===== src/rtl/mandel_pixel_scheduler.sv =====
// Frame scheduler for the Mandelbrot datapath: walks the pixel grid in raster order,
// hands pixels to free iteration engines and funnels their results onto the frame-RAM port.
module mandel_pixel_scheduler #(
  parameter int NUM_ENG = 4,
  parameter int H_RES   = 640,
  parameter int V_RES   = 480,
  parameter int ADDR_W  = 19,
  parameter int FX_W    = 18,
  parameter int COL_W   = 12
) (
  input  logic                      Clk_100M,
  input  logic                      Rst_n,
  input  logic                      frame_start,
  input  logic signed [FX_W-1:0]    c_real_start,
  input  logic signed [FX_W-1:0]    c_imag_start,
  input  logic signed [FX_W-1:0]    step,
  output logic                      frame_busy,
  output logic                      frame_done,
  output logic [NUM_ENG-1:0]        eng_start,
  output logic signed [FX_W-1:0]    eng_c_real,
  output logic signed [FX_W-1:0]    eng_c_imag,
  output logic [ADDR_W-1:0]         eng_tag,
  input  logic [NUM_ENG-1:0]        eng_res_valid,
  output logic [NUM_ENG-1:0]        eng_res_ready,
  input  logic [NUM_ENG*ADDR_W-1:0] eng_res_tag,
  input  logic [NUM_ENG*COL_W-1:0]  eng_res_color,
  output logic [ADDR_W-1:0]         addrA,
  output logic [COL_W-1:0]          dinA,
  output logic                      wea
);

  localparam int XW = (H_RES > 1) ? $clog2(H_RES) : 1;
  localparam int EW = (NUM_ENG > 1) ? $clog2(NUM_ENG) : 1;
  localparam int CW = $clog2(NUM_ENG + 1);

  localparam logic [XW-1:0]     X_LAST   = XW'(H_RES - 1);
  localparam logic [ADDR_W-1:0] TAG_LAST = ADDR_W'(H_RES * V_RES - 1);
  localparam logic [EW-1:0]     ENG_LAST = EW'(NUM_ENG - 1);

  localparam logic [1:0] S_IDLE     = 2'd0;
  localparam logic [1:0] S_DISPATCH = 2'd1;
  localparam logic [1:0] S_DRAIN    = 2'd2;
  localparam logic [1:0] S_DONE     = 2'd3;

  logic [1:0]             state_q, state_d;
  logic [NUM_ENG-1:0]     busy_q, busy_d;
  logic [CW-1:0]          outst_q, outst_d;
  logic [EW-1:0]          ptr_q, ptr_d;
  logic [XW-1:0]          x_q, x_d;
  logic [ADDR_W-1:0]      tag_q, tag_d;
  logic signed [FX_W-1:0] cr0_q, cr0_d;
  logic signed [FX_W-1:0] step_q, step_d;
  logic signed [FX_W-1:0] c_real_q, c_real_d;
  logic signed [FX_W-1:0] c_imag_q, c_imag_d;
  logic                   wea_q, wea_d;
  logic [ADDR_W-1:0]      addr_q, addr_d;
  logic [COL_W-1:0]       din_q, din_d;

  logic [NUM_ENG-1:0]     req;
  logic                   grant_vld;
  logic [EW-1:0]          grant_idx;
  logic                   start_vld;
  logic [EW-1:0]          start_idx;
  int                     j;

  always_comb begin
    // Results only count from engines we actually started; stray valids are masked.
    req       = eng_res_valid & busy_q;
    grant_vld = 1'b0;
    grant_idx = '0;
    j         = 0;
    for (int k = 0; k < NUM_ENG; k++) begin
      j = int'(ptr_q) + k;
      if (j >= NUM_ENG) j = j - NUM_ENG;
      if (!grant_vld && req[j]) begin
        grant_vld = 1'b1;
        grant_idx = EW'(j);
      end
    end

    start_vld = 1'b0;
    start_idx = '0;
    for (int k = 0; k < NUM_ENG; k++) begin
      if (!start_vld && !busy_q[k]) begin
        start_vld = 1'b1;
        start_idx = EW'(k);
      end
    end
    start_vld = start_vld && (state_q == S_DISPATCH);

    eng_start     = start_vld ? (NUM_ENG'(1) << start_idx) : '0;
    eng_res_ready = grant_vld ? (NUM_ENG'(1) << grant_idx) : '0;

    // Set after clear so a same-edge restart keeps the engine busy.
    busy_d = (busy_q & ~eng_res_ready) | eng_start;

    case ({start_vld, grant_vld})
      2'b10:   outst_d = outst_q + CW'(1);
      2'b01:   outst_d = outst_q - CW'(1);
      default: outst_d = outst_q;
    endcase

    ptr_d = ptr_q;
    if (grant_vld) ptr_d = (grant_idx == ENG_LAST) ? '0 : grant_idx + EW'(1);

    wea_d  = grant_vld;
    addr_d = addr_q;
    din_d  = din_q;
    if (grant_vld) begin
      addr_d = eng_res_tag[int'(grant_idx)*ADDR_W +: ADDR_W];
      din_d  = eng_res_color[int'(grant_idx)*COL_W +: COL_W];
    end

    state_d  = state_q;
    x_d      = x_q;
    tag_d    = tag_q;
    cr0_d    = cr0_q;
    step_d   = step_q;
    c_real_d = c_real_q;
    c_imag_d = c_imag_q;
    case (state_q)
      S_IDLE: begin
        if (frame_start) begin
          state_d  = S_DISPATCH;
          cr0_d    = c_real_start;
          step_d   = step;
          c_real_d = c_real_start;
          c_imag_d = c_imag_start;
          x_d      = '0;
          tag_d    = '0;
        end
      end
      S_DISPATCH: begin
        // Row/column accumulators stand in for x*step and y*step multipliers.
        if (start_vld) begin
          tag_d = tag_q + ADDR_W'(1);
          if (x_q == X_LAST) begin
            x_d      = '0;
            c_real_d = cr0_q;
            c_imag_d = c_imag_q - step_q;
          end else begin
            x_d      = x_q + XW'(1);
            c_real_d = c_real_q + step_q;
          end
          if (tag_q == TAG_LAST) state_d = S_DRAIN;
        end
      end
      S_DRAIN: begin
        if (outst_q == '0 && !grant_vld) state_d = S_DONE;
      end
      default: state_d = S_IDLE;
    endcase
  end

  always_ff @(posedge Clk_100M or negedge Rst_n) begin
    if (!Rst_n) begin
      state_q  <= S_IDLE;
      busy_q   <= '0;
      outst_q  <= '0;
      ptr_q    <= '0;
      x_q      <= '0;
      tag_q    <= '0;
      cr0_q    <= '0;
      step_q   <= '0;
      c_real_q <= '0;
      c_imag_q <= '0;
      wea_q    <= 1'b0;
      addr_q   <= '0;
      din_q    <= '0;
    end else begin
      state_q  <= state_d;
      busy_q   <= busy_d;
      outst_q  <= outst_d;
      ptr_q    <= ptr_d;
      x_q      <= x_d;
      tag_q    <= tag_d;
      cr0_q    <= cr0_d;
      step_q   <= step_d;
      c_real_q <= c_real_d;
      c_imag_q <= c_imag_d;
      wea_q    <= wea_d;
      addr_q   <= addr_d;
      din_q    <= din_d;
    end
  end

  assign frame_busy = (state_q == S_DISPATCH) || (state_q == S_DRAIN);
  assign frame_done = (state_q == S_DONE);
  assign eng_c_real = c_real_q;
  assign eng_c_imag = c_imag_q;
  assign eng_tag    = tag_q;
  assign wea        = wea_q;
  assign addrA      = addr_q;
  assign dinA       = din_q;

endmodule

===== config.mk =====
export PLATFORM = sky130hd
export DESIGN_NAME = mandel_pixel_scheduler
export DESIGN_NICKNAME = d
export VERILOG_FILES = /design/src/rtl/mandel_pixel_scheduler.sv
export SDC_FILE = /design/constraint.sdc
export NUM_CORES = 1
export LEC_CHECK = 0
export ABC_CLOCK_PERIOD_IN_PS = 2900
export BUFFER_PORTS_ARGS = -buffer_cell sky130_fd_sc_hd__buf_2
export CAP_MARGIN = 10
export CORE_ASPECT_RATIO = 0.8
export CORE_MARGIN = 2
export CORE_UTILIZATION = 45
export CTS_CLUSTER_DIAMETER = 100
export DETAILED_ROUTE_END_ITERATION = 12
export PLACE_DENSITY = 0.72
export RECOVER_POWER = 100
export SYNTH_ARGS = -nofsm -noshare
export SYNTH_HDL_FRONTEND = slang
export SYNTH_SLANG_ARGS = --single-unit

===== constraint.sdc =====
create_clock -name Clk_100M -period 2.9 [get_ports Clk_100M]
set_input_delay 0.29 -clock Clk_100M [delete_from_list [all_inputs] [get_ports Clk_100M]]
set_output_delay 0.29 -clock Clk_100M [all_outputs]
set_load 0.005 [all_outputs]

==> flow_summary.json, run 1 <==
{
  "clk_latency_ns": 0.42,
  "combinationalPowerShare_pct": 56.3,
  "clock_power_share_pct": 17.2,
  "crit_path_max_fanout": 4,
  "io_pins": 282,
  "core-area_um2": 19800,
  "htree_levels": 4,
  "max_cap_violations": 1,
  "wire_per_inst_um": 15.73,
  "grt_pass1_wl_um": 40500,
  "end_kind": "register",
  "die_h_um": 131.1,
  "numCtsBuffers": 17,
  "drt_iter0_drc": 484,
  "wirelength_um": 25840,
  "ir_drop_uv": 528.4,
  "leakagePower_nw": 5.577,
  "cp.arrival_ns": 2.99,
  "dr.pass1.iters": 5,
  "p_seq_share_pct": 26.4,
  "relSlewSlack_pct": -44.73,
  "synth_edf_count": 0,
  "critical_path_required_ns": 3.19,
  "synth_largest_area_cell": "dfrtp_1",
  "fp.dieW_um": 162.8,
  "switching_share_pct": 44.84,
  "report.final.hold_viol_count": 0,
  "grt_max_degree": 83,
  "clk_pin_slew_ns": 0.07,
  "min_path_cells": 2,
  "place_congestion": 0.8877,
  "tightestPinTransition_ns": 2.171,
  "antenna_found_initial": 3,
  "synth_ff_type": "dfrtp_1",
  "avgSynthCellArea_um2": 8.263,
  "multi_input_area_um2": 5161,
  "port_buffers": 281,
  "hp-class": "in -> reg",
  "synth_most_common_cell": "nand2_1",
  "async_flop_share_pct": 100.0,
  "die-area_um2": 21340,
  "drcViolationCount": 0,
  "via_count": 8663,
  "ff2ff_path_depth": 9,
  "p_per_area_nw_per_um2": 1199,
  "drv_slew": 82,
  "fmax_mhz": 371.2,
  "worstSetupPathType": "reg -> reg",
  "setup_viol": 0,
  "grt-ovfl-total": 0,
  "rsz0062_at_grt": "false",
  "status": "complete, but fails checks",
  "ant_nets": 0,
  "syn_nets": 1333,
  "via_per_inst": 5.273,
  "ff_latch_area_um2": 3603,
  "fin_crit_ns": 2.694,
  "clockBufferDepth": 2,
  "netlist_area_um2": 9081,
  "yosys_warnings": 0,
  "grt_pass1_vias": 8054,
  "cts_tree": "yes",
  "yosys-top-cells-area": "dfrtp_1 40%, nand2_1 12%, ha_1 6.3%",
  "clock_sinks": 144,
  "root_buffer": "clkbuf_16",
  "power.total_mw": 13.61,
  "power.net_switching_mw": 6.102,
  "fp-row-count": 46,
  "start_util_pct": 45.87,
  "drive_gt1_share_pct": 23.22,
  "period_share_pct": 92.91,
  "dp.final_hpwl_um": 19240,
  "netlist_instances": 1099,
  "cp-start-kind": "register",
  "setup_tns_ns": 0,
  "violations": "capacitance limit, slew limit",
  "p_int_mw": 7.505,
  "fillers": 1936,
  "cts_setup_buffers": 0,
  "synth.top_cells.by_count": "283 x nand2_1, 144 x dfrtp_1, 101 x o21ai_1",
  "final_nets": 1599,
  "ys_ff_latch": 144,
  "syn_to_final_growth_pct": 24.97,
  "synth_top_area_share_pct": 39.68,
  "synth_cell_types": 57,
  "skew_ns": 0.007942,
  "gr-usage-all-layers_pct": 23.89,
  "seq_area_frac_synth_pct": 39.68,
  "postLayoutCoreUtil_pct": 57.32
}
## layout by cell type (no fill, tap or decap), types with 31 or more instances in the layout
| cell | count |
|---|---|
| clkbuf_1 | 63 |
| nand2_1 | 282 |
| nor2_1 | 57 |
| ha_1 | 45 |
| dfrtp_1 | 144 |
| a21oi_1 | 47 |
| nand3_1 | 54 |
| o21ai_1 | 56 |
| buf_2 | 219 |
| inv_1 | 33 |
| mux2_2 | 38 |
| xor2_1 | 31 |
| o21ai_0 | 77 |
## kinds of logic (layout without fill, tap and decap cells)
kind of cell / Yosys count / in the layout / share of synthesized area, %
other: 0 / 1 / 0
adders and majority gates: 49 / 49 / 6.999
and+or+nand+nor: 465 / 465 / 22.13
DFF: 144 / 144 / 39.68
xor gates and xnor gates: 44 / 44 / 4.244
AOI/OAI and AO/OA: 260 / 260 / 17.18
muxes: 50 / 50 / 6.035
buffers and inverters: 87 / 366 / 3.734
## worst max-delay path, stage by stage, from the launching register on
cell and delay, ns:
dfrtp_1 0.43, ha_1 0.34, a211oi_1 0.25, o21bai_1 0.15
a211oi_2 0.34, o221ai_1 0.24, a21o_1 0.26, o41ai_2 0.26
xor2_1 0.19, o21ai_0 0.11
## metal layers
layer	global-route usage, %	part of all wire, %
met1	31.26	44
met3	5.851	7.2
met5	0	0.10
met4	5.986	1.4
met2	40.23	48
## repair_timing
| item | CTS | global route |
|---|---|---|
| hold endpoints to repair | 80 | 0 |
| gates resized for setup | 0 | 3 |
| hold buffers | 1 | 0 |
| endpoints found under the setup margin | 0 | 1 |
## final timing paths
| check | start | end | slack (ns) |
|---|---|---|---|
| worst min register to register | addrA[4] | addrA[4] | 0.47 |
| max in group asynchronous | Rst_n | cr0_q[4] | 0.43 |
| worst min-delay path | step[7] | step_q[7] | 0.10 |
| worst max register to register | eng_c_real[1] | eng_c_real[15] | 0.21 |
| min in group asynchronous | Rst_n | eng_c_imag[15] | 1.01 |
| worst max-delay path | eng_c_real[1] | eng_c_real[15] | 0.21 |
## final cells by class
cell class / count / share of cell area, %
inverters: 35 / 1.158
clock inverters: 13 / 1.555
repair buffers: 299 / 13.13
multi-input cells: 868 / 45.48
diodes: 1 / 0.02205
well taps: 264 / 2.911
clock buffers: 19 / 3.991
flip-flops and latches: 144 / 31.75
## metrics by stage
stage          hold slack (ns)  area [um^2]  worst slack [ns]  cells
6_report                0.1043        11350            0.2057   1643
3_3_place_gp            0.4066        10800            0.1446   1609
4_1_cts                0.08687        11440           0.08504   1642
3_5_place_dp            0.4155        10800           0.09061   1609
2_1_floorplan        -0.005591         9081            0.3268   1099
5_1_grt                0.09640        11350          0.002564   1642
## power groups by stage
stage          clock network, mW  registers, mW  logic, mW
2_1_floorplan                  0           3.47       5.69
3_3_place_gp                   0           3.55       7.65
3_5_place_dp                   0           3.60       7.83
4_1_cts                     2.40           3.58       7.87
5_1_grt                     2.47           3.72       8.64
6_report                    2.35           3.59       7.67
## registers in the layout, indices dropped and copies added (netlist names)
register and flops:
eng_c_real 18, cr0_q 18, outst_q 3, state_q 2
ptr_q 2, x_q 10, eng_tag 19, wea 1
step_q 18, addrA 19, dinA 12, eng_c_imag 18
busy_q 4
(Power assumes the default switching activity.)
==> run 2: changes to the inputs <==
--- a/config.mk
+++ b/config.mk
@@ -13,8 +13,9 @@
 export CORE_UTILIZATION = 45
 export CTS_CLUSTER_DIAMETER = 100
 export DETAILED_ROUTE_END_ITERATION = 12
-export PLACE_DENSITY = 0.72
-export RECOVER_POWER = 100
+export GPL_TIMING_DRIVEN = 0
+export PLACE_DENSITY = 0.74
+export RECOVER_POWER = 50
 export SYNTH_ARGS = -nofsm -noshare
 export SYNTH_HDL_FRONTEND = slang
 export SYNTH_SLANG_ARGS = --single-unit
==> run 2 against run 1 <==
Effect of this change: the flow now finishes without violations; worst setup slack got worse by 0.095 ns; fmax is 3.4% lower; final cell count rose by 2.4%; flip-flop and latch count unchanged; critical endpoint is now eng_c_real[16].
==> flow_summary.json, run 2 (same netlist as run 1, synthesis figures left out) <==
{
  "ir_drop_uv": 459.4,
  "clk_pin_slew_ns": 0.06,
  "setup_viol": 0,
  "ant_nets": 0,
  "die-area_um2": 21340,
  "placed_area_um2": 10850,
  "root_buffer": "clkbuf_16",
  "status": "finished, final reports clean",
  "dp.final_hpwl_um": 22290,
  "antenna_found_initial": 5,
  "grt_pass1_wl_um": 44710,
  "final_common_cell": "nand2_1",
  "cp_slowest_cell": "fa_2",
  "core-area_um2": 19800,
  "final_cell_mix": "283 x nand2_1, 231 x buf_2, 144 x dfrtp_1",
  "fmax_mhz": 358.5,
  "via_count": 9218,
  "fp.dieW_um": 162.8,
  "syn_to_final_growth_pct": 26.40,
  "max_cap_violations": 0,
  "dr.pass1.iters": 5,
  "report.final.hold_viol_count": 0,
  "holdWs_ns": 0.08893,
  "relSlewSlack_pct": 17.34,
  "crit_path_max_fanout": 3,
  "io_pins": 282,
  "clk_latency_ns": 0.43,
  "postLayoutCoreUtil_pct": 57.98,
  "port_buffers": 281,
  "clock_sinks": 144,
  "wirelength_um": 29110,
  "final_nets": 1637,
  "wire_per_inst_um": 17.30,
  "die_h_um": 131.1,
  "grt_max_degree": 98,
  "leakagePower_nw": 5.656,
  "tightestPinTransition_ns": 1.240,
  "cpPeakStageDelay_ns": 0.42,
  "grt-ovfl-total": 0,
  "drcViolationCount": 0,
  "worstSetupPathType": "reg -> reg",
  "start_util_pct": 45.87,
  "grt_pass1_vias": 8709,
  "fin_crit_ns": 2.790,
  "htree_levels": 4,
  "drt_iter0_drc": 689,
  "pre_cts_ws_ns": -0.1853,
  "period_share_pct": 96.19,
  "via_per_inst": 5.477,
  "fp-row-count": 46,
  "critical_path_required_ns": 3.25,
  "clockBufferDepth": 2,
  "place_congestion": 0.9073,
  "setup_ws_ns": 0.1104,
  "hp-class": "in -> reg",
  "cts_tree": "yes",
  "end_kind": "register",
  "crit_chain": "ha_1, fa_2, a211oi_4, o21ai_2, a211oi_2, o31ai_2, a2111oi_2, a41o_1, o21ai_1, a31oi_1",
  "postLayoutCellArea_um2": 11480,
  "cp-start-kind": "register",
  "skew_ns": 0.009336,
  "cp.arrival_ns": 3.14,
  "drive_gt1_share_pct": 23.45,
  "numCtsBuffers": 17,
  "drv_slew": 0,
  "gr-usage-all-layers_pct": 27.03,
  "p_per_area_nw_per_um2": 1238
}
==> run 2: per-layer routing <==
layer	part of all wire, %	global-route usage (%)	vias up	wire, um
li1	-	-	4428	-
met1	42	34.35	4346	12170
met2	47	45.06	386	13710
met3	8.7	7.927	54	2519
met4	2.3	8.173	4	677
met5	0.10	0	-	29
==> run 2: worst paths after layout <==
check	startpoint	to	slack, ns	cells past startpoint
min in group asynchronous	Rst_n	eng_c_imag[0]	0.65	2
max	step_q[0]	eng_c_real[16]	0.11	10
min reg2reg	addrA[5]	addrA[5]	0.48	2
max in group asynchronous	Rst_n	eng_c_real[10]	0.75	3
max reg2reg	step_q[0]	eng_c_real[16]	0.11	10
min	step[16]	step_q[16]	0.09	2
==> run 2: layout make-up <==
class / instances / area (um^2)
antenna: 3 / 7.507
buffer: 51 / 222.7
clock buffer: 19 / 442.9
clock inverter: 13 / 185.2
fill: 1885 / 8320
inverter: 35 / 131.4
multi-input combinational: 868 / 5177
sequential: 144 / 3603
tap: 264 / 330.3
timing repair buffer: 286 / 1378
==> run 2: timing repair <==
item                                    in CTS  in global routing
endpoints found under the setup margin      19                 32
hold buffers                                 1                  0
pin swaps                                    2                  4
gates resized for setup                     10                 16
setup buffers                                0                  3
hold endpoints to repair                    47                  0
==> run 2: power by group <==
part	switching, mW	total, mW	internal (mW)	leakage, nW
sequential	0.737	3.62	2.89	1.78
clock	0.917	2.38	1.47	0.304
combinational	4.88	8.20	3.32	3.57
==> run 2: critical path: cells and delay by family, from the launching register on <==
kind	cells	cell delay, ns
adder cells (fa/ha/maj)	2	0.67
AO/OA/AOI/OAI	8	1.65
flip-flops	1	0.41
==> run 2: through the flow <==
step | TNS [ns] | std cells | power (mW)
finish | 0 | 1683 | 14.20
global route | -0.1195 | 1680 | 15.38
CTS | 0 | 1678 | 14.17
detailed placement | -0.8028 | 1645 | 11.65
global placement | -86.22 | 1644 | 11.43
floorplan | 0 | 1099 | 9.166
==> run 3: changes to the inputs <==
--- a/config.mk
+++ b/config.mk
@@ -11,6 +11,7 @@
 export CORE_ASPECT_RATIO = 0.8
 export CORE_MARGIN = 2
 export CORE_UTILIZATION = 45
+export CTS_BUF_LIST = sky130_fd_sc_hd__clkbuf_8
 export CTS_CLUSTER_DIAMETER = 100
 export DETAILED_ROUTE_END_ITERATION = 12
 export GPL_TIMING_DRIVEN = 0
==> run 3 against run 2 <==
Effect of this change: flip-flop and latch count is the same; non-clock buffer count shrank 1; routed wire length shrank 1.5%; clock power shrank 25%; fmax grew 0.92%; largest power group unchanged; critical path depth is the same; register-to-register slack gained 0.03 ns; utilization shrank 0.77 points; combinational power is essentially flat; sequential power is essentially flat; sequential share of layout area grew 0.42 points.
==> flow_summary.json, run 3 (same netlist as run 1, synthesis figures left out) <==
{
  "status": "finished, final reports clean",
  "worstSetupPathType": "reg -> reg",
  "critical_path_required_ns": 3.28,
  "fp.dieW_um": 162.8,
  "grt_max_degree": 98,
  "drive_gt1_share_pct": 24.66,
  "setup_viol": 0,
  "port_buffers": 281,
  "r2r_start": "step_q[0]",
  "holdWs_ns": 0.05907,
  "fmax_mhz": 361.8,
  "cp.arrival_ns": 3.15,
  "grt-ovfl-total": 0,
  "report.final.hold_viol_count": 0,
  "fin_crit_ns": 2.764,
  "gr-usage-all-layers_pct": 26.69,
  "place_congestion": 0.9073,
  "hold_path_end": "step_q[16]",
  "leakagePower_nw": 5.635,
  "worstHoldStart": "step[16]",
  "tightestPinTransition_ns": 1.268,
  "relSlewSlack_pct": 15.45,
  "antenna_found_initial": 5,
  "io_pins": 282,
  "htree_levels": 4,
  "core-area_um2": 19800,
  "numCtsBuffers": 17,
  "start_util_pct": 45.87,
  "via_per_inst": 5.423,
  "drt_iter0_drc": 685,
  "hp-class": "in -> reg",
  "final_common_cell": "nand2_1",
  "r2r_end": "eng_c_real[16]",
  "die-area_um2": 21340,
  "wirelength_um": 28680,
  "clockBufferDepth": 2,
  "ff2ff_path_depth": 10,
  "clk_pin_slew_ns": 0.08,
  "root_buffer": "clkbuf_8",
  "min_path_cells": 2,
  "fp-row-count": 46,
  "dr.pass1.iters": 5,
  "startpoint": "step_q[0]",
  "ir_drop_uv": 438.3,
  "p_per_area_nw_per_um2": 1201,
  "setup_tns_ns": 0,
  "max_cap_violations": 0,
  "die_h_um": 131.1,
  "clk_latency_ns": 0.46,
  "wire_per_inst_um": 17.05,
  "syn_to_final_growth_pct": 24.72,
  "final_nets": 1636,
  "via_count": 9121,
  "grt_pass1_vias": 8603,
  "clock_sinks": 144,
  "drv_slew": 0,
  "drcViolationCount": 0,
  "final_cell_mix": "283 x nand2_1, 249 x buf_2, 144 x dfrtp_1",
  "crit_path_max_fanout": 3,
  "reg2reg_setup_slack_ns": 0.14,
  "fillers": 1898,
  "cts_tree": "yes",
  "grt_pass1_wl_um": 44170,
  "dp.final_hpwl_um": 22290,
  "ant_nets": 0,
  "skew_ns": 0.01114,
  "cp-start-kind": "register",
  "period_share_pct": 95.32,
  "end_kind": "register"
}
-- run 3: metal layers --
layer | vias up | GRT usage (%) | wire, um
met1 | 4264 | 33.95 | 11990
met3 | 51 | 7.612 | 2502
li1 | 4419 | - | -
met5 | - | 0 | 32
met2 | 383 | 43.25 | 13310
met4 | 4 | 10.93 | 839
-- run 3: how the worst max path moves through the flow --
stage                     slack, ns              to
after floorplan                0.33  eng_c_real[16]
after global placement        -0.61        addrA[6]
after detailed placement      -0.19      outst_q[1]
after CTS                      0.01      outst_q[1]
after global routing          -0.01  eng_c_real[15]
final                          0.14  eng_c_real[16]
-- run 3: area by class of cell --
| cell class | instances | area (um^2) | area share [%] |
|---|---|---|---|
| multi-input cells | 868 | 5185 | 45.78 |
| flip-flops and latches | 144 | 3603 | 31.82 |
| repair buffers | 285 | 1409 | 12.44 |
| well taps | 264 | 330.3 | 2.916 |
| clock buffers | 18 | 247.7 | 2.187 |
| plain buffers | 51 | 222.7 | 1.966 |
| clock inverters | 14 | 188.9 | 1.668 |
| inverters | 35 | 131.4 | 1.160 |
| diodes | 3 | 7.507 | 0.06628 |
-- run 3: critical path, cell delays in order, from the launching register on --
cell       delay (ns)
dfrtp_1          0.42
ha_2             0.21
fa_2             0.39
a211oi_4         0.33
o21ai_2          0.15
a211oi_2         0.36
o31ai_4          0.14
a2111oi_2        0.32
a41o_1           0.14
o21ai_1          0.07
a31oi_1          0.16
-- run 3: stage by stage --
step	std cells	instance area (um^2)	power [mW]	util, %	worst slack (ns)
after floorplan	1099	9081	9.166	-	0.3268
after global placement	1644	10820	11.43	54.64	-0.6143
after detailed placement	1645	10850	11.65	54.81	-0.1853
after CTS	1677	11330	13.56	57.21	0.01293
after global routing	1679	11320	14.79	57.17	-0.01174
final	1682	11330	13.61	57.20	0.1358
-- run 3: where the power goes --
part | leakage (nW) | switching (mW) | total (mW) | internal (mW)
Combinational | 3.64 | 4.87 | 8.21 | 3.34
Sequential | 1.78 | 0.722 | 3.60 | 2.88
Clock | 0.221 | 0.832 | 1.79 | 0.960
-- run 3: repair_timing --
| item | CTS | global route |
|---|---|---|
| resized for setup | 10 | 16 |
| hold buffers | 1 | 0 |
| setup endpoints to repair | 20 | 26 |
| buffers inserted | 0 | 2 |
| pin swaps | 1 | 5 |
| endpoints found under the hold margin | 47 | 0 |
